--- src/rtl/pc_fetch_ctrl.sv ---
// PC and fetch control: sequential advance, ID redirects, stall/back-pressure hold, one-entry pending redirect.
// Optional feature: define PC_ALIGN_CHECK_EN to force applied targets word-aligned and flag misalign_o.
module pc_fetch_ctrl #(
  parameter int                DATA_W   = 32,
  parameter logic [DATA_W-1:0] RESET_PC = 32'h0000_3000
) (
  input  logic              clk,
  input  logic              rst_n,
  input  logic              stall_i,
  input  logic              redirect_valid_i,
  input  logic              redirect_sel_i,
  input  logic [DATA_W-1:0] npc_target_i,
  input  logic [DATA_W-1:0] gpr_target_i,
  input  logic              imem_ready_i,
  output logic [DATA_W-1:0] pc_o,
  output logic [DATA_W-1:0] pc_add4_o,
  output logic              if_valid_o,
  output logic              flush_o,
  output logic              pend_o,
  output logic              misalign_o
);

  typedef enum logic [1:0] {BOOT, FETCH, HOLD} state_t;

  state_t            state_q, state_d;
  logic [DATA_W-1:0] pc_p0;
  logic [DATA_W-1:0] pend_tgt_p0;
  logic              pend_vld_p0;
  logic [DATA_W-1:0] tgt;
  logic [DATA_W-1:0] raw_next;
  logic [DATA_W-1:0] pc_next;
  logic              adv;
  logic              redirect_apply;

  function automatic logic [DATA_W-1:0] align_pc(input logic [DATA_W-1:0] a);
`ifdef PC_ALIGN_CHECK_EN
    return {a[DATA_W-1:2], 2'b00};
`else
    return a;
`endif
  endfunction

  // No fetch is presented in BOOT, so nothing can advance there.
  assign adv            = (state_q != BOOT) && !stall_i && imem_ready_i;
  assign tgt            = redirect_sel_i ? gpr_target_i : npc_target_i;
  assign redirect_apply = adv && (redirect_valid_i || pend_vld_p0);

  always_comb begin
    state_d = state_q;
    case (state_q)
      BOOT:    state_d = FETCH;
      FETCH:   if (!adv) state_d = HOLD;
      HOLD:    if (adv) state_d = FETCH;
      default: state_d = BOOT;
    endcase
  end

  always_comb begin
    raw_next = pc_p0;
    pc_next  = pc_p0;
    if (adv) begin
      if (redirect_valid_i) begin
        raw_next = tgt;
        pc_next  = align_pc(tgt);
      end else if (pend_vld_p0) begin
        raw_next = pend_tgt_p0;
        pc_next  = align_pc(pend_tgt_p0);
      end else begin
        raw_next = pc_p0 + DATA_W'(4);
        pc_next  = raw_next;
      end
    end
  end

  // Stage p0: architectural PC, FSM state and pending redirect.
  always_ff @(posedge clk or negedge rst_n) begin
    if (!rst_n) begin
      state_q     <= BOOT;
      pc_p0       <= RESET_PC;
      pend_vld_p0 <= 1'b0;
      pend_tgt_p0 <= '0;
    end else begin
      state_q <= state_d;
      pc_p0   <= pc_next;
      if (redirect_apply) begin
        pend_vld_p0 <= 1'b0;
      end else if (redirect_valid_i) begin
        pend_vld_p0 <= 1'b1;
        pend_tgt_p0 <= tgt;
      end
    end
  end

`ifdef PC_ALIGN_CHECK_EN
  logic misalign_p0;

  always_ff @(posedge clk or negedge rst_n) begin
    if (!rst_n) begin
      misalign_p0 <= 1'b0;
    end else begin
      misalign_p0 <= redirect_apply && (raw_next[1:0] != 2'b00);
    end
  end

  assign misalign_o = misalign_p0;
`else
  assign misalign_o = 1'b0;
`endif

  assign pc_o       = pc_p0;
  assign pc_add4_o  = pc_p0 + DATA_W'(4);
  assign if_valid_o = (state_q != BOOT);
  assign flush_o    = redirect_apply;
  assign pend_o     = pend_vld_p0;

endmodule

--- config.mk ---
export PLATFORM = sky130hd
export DESIGN_NAME = pc_fetch_ctrl
export DESIGN_NICKNAME = d
export VERILOG_FILES = /design/src/rtl/pc_fetch_ctrl.sv
export SDC_FILE = /design/constraint.sdc
export NUM_CORES = 1
export LEC_CHECK = 0
export CAP_MARGIN = 15
export CORE_UTILIZATION = 48
export DETAILED_ROUTE_END_ITERATION = 7
export PLACE_DENSITY = 0.92
export SETUP_SLACK_MARGIN = 0.02
export SLEW_MARGIN = 20
export SYNTH_ARGS = -nofsm -noshare
export SYNTH_HDL_FRONTEND = slang
export SYNTH_SLANG_ARGS = --single-unit
--- constraint.sdc ---
create_clock -name clk -period 3.3 [get_ports clk]
set_input_delay 0.99 -clock clk [delete_from_list [all_inputs] [get_ports clk]]
set_output_delay 0.99 -clock clk [all_outputs]
set_load 0.03 [all_outputs]
### Word-level counts from Yosys, hierarchy flattened

Index checks and enable logic that the tools add are counted.

* bitwise gates (word level): 1
* muxes and demuxes: 8
* reduce and logical (&&, ||, !) cells: 10
* add/sub/neg operators: 1
* equal/unequal tests: 4

Operators with widths (count)
* $mux 32: 3
* $add 32x3->32 const B: 1
* $pmux 2 s3: 1
* $mux 2: 2
* $ne 2x2->1 const B: 2
* $reduce_and 2->1: 2
* $reduce_bool 2->1: 2
* $logic_and 1x1->1: 3
* $eq 2x1->1 const B: 1
* $eq 2x2->1 const B: 1
* $logic_not 2->1: 1
* $mux 1: 2
* $logic_not 1->1: 1
* $logic_or 1x1->1: 1
* $not 1->1: 1

* register bits after elaboration: 67
* output and inout port bits: 68

### Depth between registers and ports, before layout

* depth in word-level cells: 6
* gate-level depth with buffers: 7
* mapped depth without buffers: 5

### Worst setup path after synthesis

No wires, ideal clock.

* path kind: register to output
* from: reg pc_p0[4], in the netlist pc_o[4]
* to: out pc_add4_o[27]
* arrival time: 2.416 ns
* data required time: 2.310 ns
* stages on the path, launching flop included: 7
* path buffers: 2
* slack: -0.106 ns
* path through: dfrtp_1 > buf_2 > nand4_2 > or4_1 > buf_2 > or3_4 > xnor2_1

* longest elaborated chain between the ends: 1

RTL lines
* from (decl): line 26 `logic [DATA_W-1:0] pc_p0;`
* from (signal assigned): line 84 `pc_p0 <= pc_next;`
* $add 32x3->32: line 111 `assign pc_add4_o = pc_p0 + DATA_W'(4);`
* to (decl): line 16 `output logic [DATA_W-1:0] pc_add4_o,`

No other way between the ends.

### Worst setup path after layout

* from: reg pc_p0[12], in the netlist pc_o[12]
* to: out pc_add4_o[27]

Same word-level chain as after synthesis.

==> flow_metrics.env <==
export IMPL_nNetsFinal=700
export IMPL_async_flop_share=1.00
export IMPL_antenna_found_initial=0
export IMPL_synth_main_ff_cell="dfrtp_1"
export IMPL_setup_tns_ns=0
export IMPL_grt_overflow=0
export IMPL_drt_initial_drc_count=719
export IMPL_die_x_um=98.8
export IMPL_path_delay_family="simple AND/OR/NAND/NOR gates"
export IMPL_cts_hold_repair_buffers=0
export IMPL_dp_hpwl_mm=10.2
export IMPL_vias=4754
export IMPL_dpl_cell_area_mm2=0.00607
export IMPL_critPathLaunchType="flop"
export IMPL_postRouteAntennaNets=0
export IMPL_crit_slowest_cell="or4_4"
export IMPL_grt_pass1_wl_mm=22.7
export IMPL_numPortBuffers=136
export IMPL_dieArea_mm2=0.00976
export IMPL_root_buffer="clkbuf_8"
export IMPL_path_class="reg2out"
export IMPL_ys_types=63
export IMPL_wirelength_mm=14.8
export IMPL_final_cells=742
export IMPL_period_needed_ns=3.27
export IMPL_rrSetupSlack_ns=0.98
export IMPL_synth_area_leader_cell="dfrtp_1"
export IMPL_critical_path_cell_chain="nand3_2 > or4_4 > or3_4 > xnor2_2 > buf_6"
export IMPL_cp_arrival_ns=2.28
export IMPL_dp_cells=717
export IMPL_htreeDepth=3
export IMPL_numCtsBuffers=9
export IMPL_syn_area_per_cell_um2=9.27
export IMPL_num_rows=34
export IMPL_cts_sinks=67
export IMPL_grt_use_total=0.295
export IMPL_core_mm2=0.00889
export IMPL_place_congestion=0.926
export IMPL_synthDominantCellAreaShare=0.362
export IMPL_path_max_fanout=6
export IMPL_hold_class="reg2reg"
export IMPL_synth_nets=556
export IMPL_finalSetupViolCount=0
export IMPL_grt_pass1_vias=4484
export IMPL_required_ns=2.31
export IMPL_switching_share=0.470
export IMPL_n_antenna_cell=0
export IMPL_ir_drop_v=0.000481
export IMPL_internal_power_mw=2.92
export IMPL_timing_final_ws_setup_ns=0.0296
export IMPL_power_frac_clock=0.142
export IMPL_final_core_util=0.725
export IMPL_critical_path_max_stage_delay_ns=0.61
export IMPL_fillCellCount=618
export IMPL_start_util=0.506
export IMPL_outcome="finished, final reports clean"
export IMPL_p_leak_nw=2.60
export IMPL_total_power_mw=5.52
export IMPL_synth_warnings=0
export IMPL_clock_latency_ns=0.35
export IMPL_final_area_mm2=0.00644
export IMPL_cts_path_max_buffers=2
export IMPL_ioPinCount=138
export IMPL_synth_edf_count=0
export IMPL_powerDensity_mw_per_mm2=856
export IMPL_cap_viol_max_count=0
export IMPL_finalHoldViolCount=0
export IMPL_grt_max_degree=39
export IMPL_worst_pin_slew_ns=1.09
export IMPL_first_pass_iters=8
export IMPL_fin_worst_hold_slack_ns=0.487
export IMPL_finalCritPeriodShare=0.991
export IMPL_endpoint_kind="primary output"
export IMPL_fin_skew_ns=0.0123
export IMPL_synth_seq_area_share=0.373
export IMPL_pre_cts_ws_ns=0.180
export IMPL_synth_cells=485
export IMPL_critPathBufInv=1
export IMPL_ys_ff_latch=67
export IMPL_p_switching_mw=2.59
export IMPL_yosys_top_cells_area="dfrtp_1 36%, mux2_2 8.0%, mux2i_1 6.0%"
export IMPL_cts_tree="built"
export IMPL_rsz0062_at_grt="yes"
export IMPL_max_slew_margin=0.271
export IMPL_synthesis_area_mm2=0.00450
export IMPL_max_freq_mhz=306
export IMPL_drcViolationCount=0
export IMPL_clk_pin_slew_ns=0.08
export IMPL_pwr_share_seq=0.287
export IMPL_power_frac_comb=0.570
export IMPL_final_max_slew_viol_count=0
export IMPL_drive_above_1_share=0.237
export IMPL_area_growth_pct=43.2
export IMPL_fp_dieH_um=98.8
export IMPL_wl_per_cell_um=19.9
export IMPL_via_per_inst=6.41
[Yosys cell counts, types with 3 or more instances]
master,instances
dfrtp_1,65
nand2_1,44
clkbuf_1,32
mux2_2,32
o21ai_0,31
mux2i_1,27
nor2_1,23
nand3_1,20
xnor2_1,20
o211ai_1,14
a22o_1,12
nand4_1,12
a21oi_1,10
nor4_1,9
o2bb2ai_1,9
and3_1,8
nor3_1,8
xor2_1,8
buf_2,7
and4_1,6
a31o_2,5
or3_1,5
a211oi_1,4
a221oi_1,4
a222oi_1,4
buf_1,4
nand2b_1,4
a22oi_1,3
and2_1,3
buf_4,3
inv_1,3
nor3b_1,3
o311ai_0,3
o31ai_1,3
[sequential cells by signal, summed over array words and instances (netlist names)]
register     cells
pc_o            32
pend_tgt_p0     32
state_q          2
pend_o           1
[final timing paths]
path,from,endpoint,cells past startpoint
max reg2reg,pend_o,pc_o[20],5
min reg2reg,pend_tgt_p0[5],pend_tgt_p0[5],2
min in group asynchronous,rst_n,pc_o[17],1
min,pend_tgt_p0[5],pend_tgt_p0[5],2
max,pc_o[12],pc_add4_o[27],5
max in group asynchronous,rst_n,pc_o[12],2
[power groups by stage]
stage                     logic (mW)  registers, mW  clock network (mW)
final                           3.15           1.59               0.784
after global routing            3.30           1.62               0.823
after CTS                       3.08           1.55               0.787
after detailed placement        3.06           1.55                   0
after global placement          3.01           1.53                   0
after floorplan                 1.53           1.81                   0
[metal layers]
| metal | share of wire | routed length (um) | GRT usage | vias to the layer above |
|---|---|---|---|---|
| met1 | 0.39 | 5750 | 0.384 | 2247 |
| met5 | 0 | 0 | 0 | - |
| li1 | - | - | - | 2100 |
| met3 | 0.11 | 1560 | 0.0539 | 57 |
| met4 | 0.030 | 449 | 0.0999 | 0 |
| met2 | 0.47 | 7000 | 0.494 | 350 |
[kinds of logic after synthesis]
family                     synth area share
other                              0.000834
AOI/OAI and AO/OA                     0.193
buffers and inverters                0.0462
DFF                                   0.373
adders and majority gates           0.00278
muxes                                 0.140
and+or+nand+nor                       0.189
xor gates and xnor gates             0.0545
[layout by cell type, fill, tap and decap left out, types with 9 or more instances in the layout]
master             n
o2bb2ai_1          9
buf_4             59
nand4_1           12
nor2_1            21
o21ai_0           30
nand3_1           17
o211ai_1          14
a21oi_1           10
dfrtp_1           61
a22o_1            12
mux2_2            32
xnor2_1           16
clkbuf_8          10
clkdlybuf4s50_1  110
mux2i_1           27
nand2_1           44
[final cells by class]
class | count | area [um2] | area share
Clock inverter | 6 | 88.8 | 0.0138
Clock buffer | 10 | 138 | 0.0214
Timing Repair Buffer | 179 | 1660 | 0.258
Multi-Input combinational cell | 368 | 2720 | 0.422
Inverter | 4 | 15.0 | 0.00233
Tap cell | 108 | 135 | 0.0210
Sequential cell | 67 | 1680 | 0.261
[worst register-to-register path, stage by stage, from the launching register on]
cell,delay (ns)
dfrtp_1,0.35
buf_4,0.27
nor2b_1,0.91
a22oi_1,0.28
o211a_1,0.27
o311ai_0,0.10
[timing repair]
item	4_1_cts	5_1_grt
cloned	0	1
gates resized for setup	10	14
endpoints found under the hold margin	0	0
pin swaps	1	4
setup buffers	1	7
endpoints found under the setup margin	16	16
(Power assumes the default switching activity.)
